--- config.mk ---
export PLATFORM = sky130hd
export DESIGN_NAME = sub8
export DESIGN_NICKNAME = d
export VERILOG_FILES = /design/src/rtl/sub8.sv
export SDC_FILE = /design/constraint.sdc
export NUM_CORES = 1
export LEC_CHECK = 0
export BUFFER_PORTS_ARGS = -buffer_cell sky130_fd_sc_hd__buf_2
export CORE_UTILIZATION = 45
export CTS_CLUSTER_SIZE = 10
export DETAILED_ROUTE_END_ITERATION = 8
export PLACE_DENSITY = 0.87
export SLEW_MARGIN = 20
export SYNTH_ARGS = -nofsm -noshare
export SYNTH_HDL_FRONTEND = slang
export SYNTH_SLANG_ARGS = --single-unit
--- constraint.sdc ---
create_clock -name clk -period 1.5 [get_ports clk]
set_input_delay 0.15 -clock clk [delete_from_list [all_inputs] [get_ports clk]]
set_output_delay 0.15 -clock clk [all_outputs]
set_load 0.05 [all_outputs]
--- src/rtl/sub8.sv ---
// Registered WIDTH-bit subtractor in a + ~b + ci form, one operation per cycle,
// producing difference, carry-out (no-borrow), zero and signed-overflow flags.
module sub8 #(
  parameter int WIDTH = 8
) (
  input  logic             clk,
  input  logic             rst_n,
  input  logic             in_valid,
  input  logic [WIDTH-1:0] a,
  input  logic [WIDTH-1:0] b,
  input  logic             ci,
  output logic             out_valid,
  output logic [WIDTH-1:0] s,
  output logic             co,
  output logic             zero,
  output logic             ovf
);

  function automatic logic [WIDTH:0] sub_with_carry(
    input logic [WIDTH-1:0] x,
    input logic [WIDTH-1:0] y,
    input logic             c
  );
    return {1'b0, x} + {1'b0, ~y} + {{WIDTH{1'b0}}, c};
  endfunction

  // Overflow only when operand signs differ and the result sign leaves the minuend's.
  function automatic logic signed_overflow(
    input logic signed [WIDTH-1:0] x,
    input logic signed [WIDTH-1:0] y,
    input logic signed [WIDTH-1:0] d
  );
    return (x[WIDTH-1] != y[WIDTH-1]) && (d[WIDTH-1] != x[WIDTH-1]);
  endfunction

  logic [WIDTH:0]            sum_p0;
  logic signed [WIDTH-1:0]   diff_p0;
  logic                      zero_p0;
  logic                      ovf_p0;

  always_comb begin
    sum_p0  = sub_with_carry(a, b, ci);
    diff_p0 = sum_p0[WIDTH-1:0];
    zero_p0 = (diff_p0 == '0);
    ovf_p0  = signed_overflow(a, b, diff_p0);
  end

  // p0 -> p1: capture on in_valid, otherwise hold the last result.
  always_ff @(posedge clk or negedge rst_n) begin
    if (!rst_n) begin
      out_valid <= 1'b0;
      s         <= '0;
      co        <= 1'b0;
      zero      <= 1'b0;
      ovf       <= 1'b0;
    end else begin
      out_valid <= in_valid;
      if (in_valid) begin
        s    <= diff_p0;
        co   <= sum_p0[WIDTH];
        zero <= zero_p0;
        ovf  <= ovf_p0;
      end
    end
  end

endmodule

# Word-level counts from Yosys, hierarchy flattened
# Index checks and enable logic that the tools add are counted.
# Widths: inputs -> output; s select.
# totals
mem_bits_rw,0
regBits,12
latchBits,0
out_inout_bits,12
memories,0
romBits,0
# op_classes
div_mod_pow,0
eq_ne,2
addsub,2
muxes,0
bitwise_logic,1
n_lt_le_gt_ge,0
multipliers,0
n_reduce_logical,2
n_shift,0
# ops
cell,n
$add 8x8->9,1
$add 9x1->9,1
$logic_not 8->1,1
$not 8->8,1
$ne 1x1->1,2
$logic_and 1x1->1,1

# Logic depth before layout (Yosys ltp)
# depth
word_depth,5
depth_mapped,9
depth_no_buf,9

# Least setup slack after synthesis
# Ideal clock, no wire load.
# synth_path
path_type,input to register
start,input b[0]
end,register zero
path_buffers,0
arrival_time_ns,1.937
setup_slack_ns,-0.541
path_stages,9
t_required_ns,1.396
cell_sequence,inv_1 > fa_1 > inv_1 > fa_1 > and2b_1 > o31ai_1 > a21bo_2 > or4b_1 > o41ai_2
# synth_via
elab_chain_cells,4
# synth_lines
item,line_no,rtl
from (decl),10,"input logic [WIDTH-1:0] b,"
$not 8->8,24,"return {1'b0, x} + {1'b0, ~y} + {{WIDTH{1'b0}}, c};"
$add 8x8->9,24,
$add 9x1->9,24,
$logic_not 8->1,44,zero_p0 = (diff_p0 == '0);
to (signal assigned),61,zero <= zero_p0;
to (decl),15,"output logic zero,"
# Every way passes these cells.
# A chain may end at the register's enable or synchronous reset.

# Worst setup path after layout
# layout_path
start,input a[0]
end,register zero
# layout_via
elab_chain_cells,3
# layout_lines
item,line_no,rtl
from (decl),9,"input logic [WIDTH-1:0] a,"
$add 8x8->9,24,
$add 9x1->9,24,
$logic_not 8->1,44,
# Every way passes these cells.

==> run metrics <==
WL final 2042 um; CP max stage cell or4b_4; Starting DRT DRC Count 11; Area contributors post-synth dfrtp_1, ha_1, mux2_2; syn nets between 100 and 150; FMAX 533.8 MHz; cell taking the most area after synthesis dfrtp_1; Initial Util a little under half; Skew-Pair Late Insertion Delay around 0.28 ns; clock share of power between 10% and 20%; P&R area growth vs syn 48.48%; diode count 0; Synth Cell Area 820.8 um2; maximum vdd drop roughly 0.0011 V; actual slew at the worst max-slew pin 0.3146 ns; Critical Path End Type flop; average cell area after synthesis slightly above 10 um2; Arr. time, crit path slightly above 2 ns; port bufs 31; outcome complete, but fails checks; CTS tree yes; Final Setup Violations 7; DR vias between 700 and 800; CTS Buf Count 3; sequential share of the synthesized area about 37%; placed cell count around 150; Die W around 45 um; Crit path buffers/inverters 2; Net Sw Power ~560 uW; HPWL Detailed between 1500 and 2000 um; Final #Nets around 160; Place WS -0.6718 ns; Synth cell types 27; post-route ant nets 0; vias in the first global route approximately 780; Static Leak between 0.0006 and 0.0007 uW; DP Area ~0.0011 mm2; post-layout instance count excluding filler cells about 160; largest net degree at the start of global routing 15; period utilization 124.9%; Worst setup endpoint zero; failing checks setup timing; worst reg2reg setup slack 0.71 ns; R2R cell count 1; drt first pass iters 4; clk_skew 0 ns; worst reg2reg endpoint s[7]; Internal 774.5 uW; flops & latches, synth 12; crit path cell chain buf_6 -> fa_2 -> inv_2 -> fa_2 -> and2b_2 -> o21ai_1 -> a21bo_2 -> or4b_4 -> o41ai_2; ys flop type dfrtp_1; GRT Util Overall 23.54%; Post-synth EDFFs 0; Die Span Y 44.71 um; initial antenna violation count 0; CTS root buffer clkbuf_4; row cnt 15; Core Box Area 0.001727 mm2; num ports 32; RSZ-0062 raised after global routing yes; per-cell routed wire length ~13 um; critical path launch point a[0]; CP Max Fanout 2; Period minus WS final 1.873 ns; switch share around 42%; worst hold slack between 0.2 and 0.25 ns; CTS clk-pin slew, worst paths 0.08 ns; Synth top area share 36.59%; fin. max-slew vios 0; Gate Count Post-Synth a little over 80; Critical Path Most Common Cell fa_2; yosys synthesis warning count 0; sequential share of power 31.3%; routability cong. between 0.7 and 0.8; fraction of layout instances using a drive strength above 1 52.63%; worst setup margin -0.3733 ns; Comb power frac around half; grt total ovfl 0; Largest stage delay, worst path 0.45 ns; vias per std cell just under 5; critical path launch point type primary input; full die area roughly 0.0020 mm2; first-pass GRT wire length roughly 3300 um; post-route cell area around 0.0012 mm2; H-tree lvl count 1; Remaining DRCs 0; Critical R2R Launch s[7]; worst min-delay path class primary input to flop; relative slew slack between 70% and 80%; clock tree buffer depth 2; Pwr Density 1098 mW/mm2; Critical Path Stages 9; max cap viols 0; asr flop ratio synth 100.0%; TritonCTS Sinks 12; Largest delay share family, worst path simple AND/OR/NAND/NOR gates; Hold Violations, Final 0; total power roughly 1300 uW; Required @ worst endpoint about 1.7 ns; Critical Setup Path Class primary input to flop
## worst min-delay path by stage
stage | from | cells after the start | endpoint
after floorplan | rst_n | 0 | co
after global placement | rst_n | 1 | out_valid
after detailed placement | rst_n | 1 | s[6]
after CTS | a[7] | 3 | ovf
after global routing | in_valid | 2 | out_valid
final | a[7] | 3 | ovf
## metrics by stage
stage / util [%] / setup TNS [ns]
2_1_floorplan: - / -1.163
3_3_place_gp: 65.22 / -3.270
3_5_place_dp: 65.22 / -3.854
4_1_cts: 69.49 / -1.129
5_1_grt: 70.58 / -1.769
6_report: 70.58 / -1.365
## per-layer routing
layer / GRT usage (%) / routed length, um
met4: 12.73 / 53
met1: 24.05 / 746
met5: 0 / 0
met3: 7.200 / 113
met2: 42.65 / 1128
## final cells by class
class                   count  area (um2)
fillers                   141       508.0
multi-input cells          54       499.2
flip-flops and latches     12       300.3
repair buffers             49       299.0
inverters                  14       52.55
clock buffers               4       36.28
well taps                  25       31.28
## repair_timing
action	in CTS	in global routing
hold buffers	1	0
resized for setup	6	2
buffers inserted	1	1
endpoints found under the hold margin	12	0
pin swaps	0	3
endpoints found under the setup margin	7	8
## placed cells by master (no fill, tap or decap), drive strengths merged
| master | netlist | layout |
|---|---|---|
| o41ai | 1 | 1 |
| o21bai | 1 | 1 |
| o21ai | 5 | 5 |
| a21bo | 1 | 1 |
| fa | 2 | 2 |
| clkbuf | 1 | 4 |
| dlygate4sd3 | 0 | 1 |
| or4b | 1 | 1 |
| and2b | 1 | 1 |
| nor3 | 2 | 2 |
| buf | 0 | 48 |
| a211oi | 1 | 1 |
| o21a | 1 | 1 |
| a31oi | 1 | 1 |
| a21oi | 5 | 5 |
| nand3b | 1 | 1 |
| ha | 7 | 7 |
| o22ai | 1 | 1 |
| nor2 | 5 | 5 |
| mux2 | 6 | 6 |
| dfrtp | 12 | 12 |
| nand2b | 2 | 2 |
| inv | 14 | 14 |
| o31ai | 1 | 1 |
| mux2i | 2 | 2 |
| xor2 | 2 | 2 |
| a21o | 1 | 1 |
| xnor2 | 4 | 4 |
## cells in the mapped netlist (2+ instances only)
cell type,count
dfrtp_1,12
nor3_1,2
a21oi_1,4
mux2_2,6
xnor2_1,4
ha_1,7
inv_1,14
o21ai_0,5
xor2_1,2
fa_1,2
mux2i_1,2
nand2b_1,2
nor2_1,5
## cell families after synthesis
| group | synth area share (%) |
|---|---|
| multiplexers | 10.67 |
| adder cells (fa/ha/maj) | 15.55 |
| buffers and inverters | 6.859 |
| AO/OA/AOI/OAI | 15.86 |
| AND/OR/NAND/NOR | 8.080 |
| flip-flops | 36.59 |
| XOR/XNOR | 6.402 |
## power by group through the flow
stage               registers, uW  logic [uW]  clock network (uW)
CTS                           417         642                 271
global route                  425         697                 293
floorplan                     640         198                   0
detailed placement            424         623                   0
global placement              416         601                   0
finish                        419         657                 262
## registers in the layout (all words and copies together) (netlist names)
name / cells
out_valid: 1
s: 8
ovf: 1
co: 1
zero: 1
(Power assumes the default switching activity.)
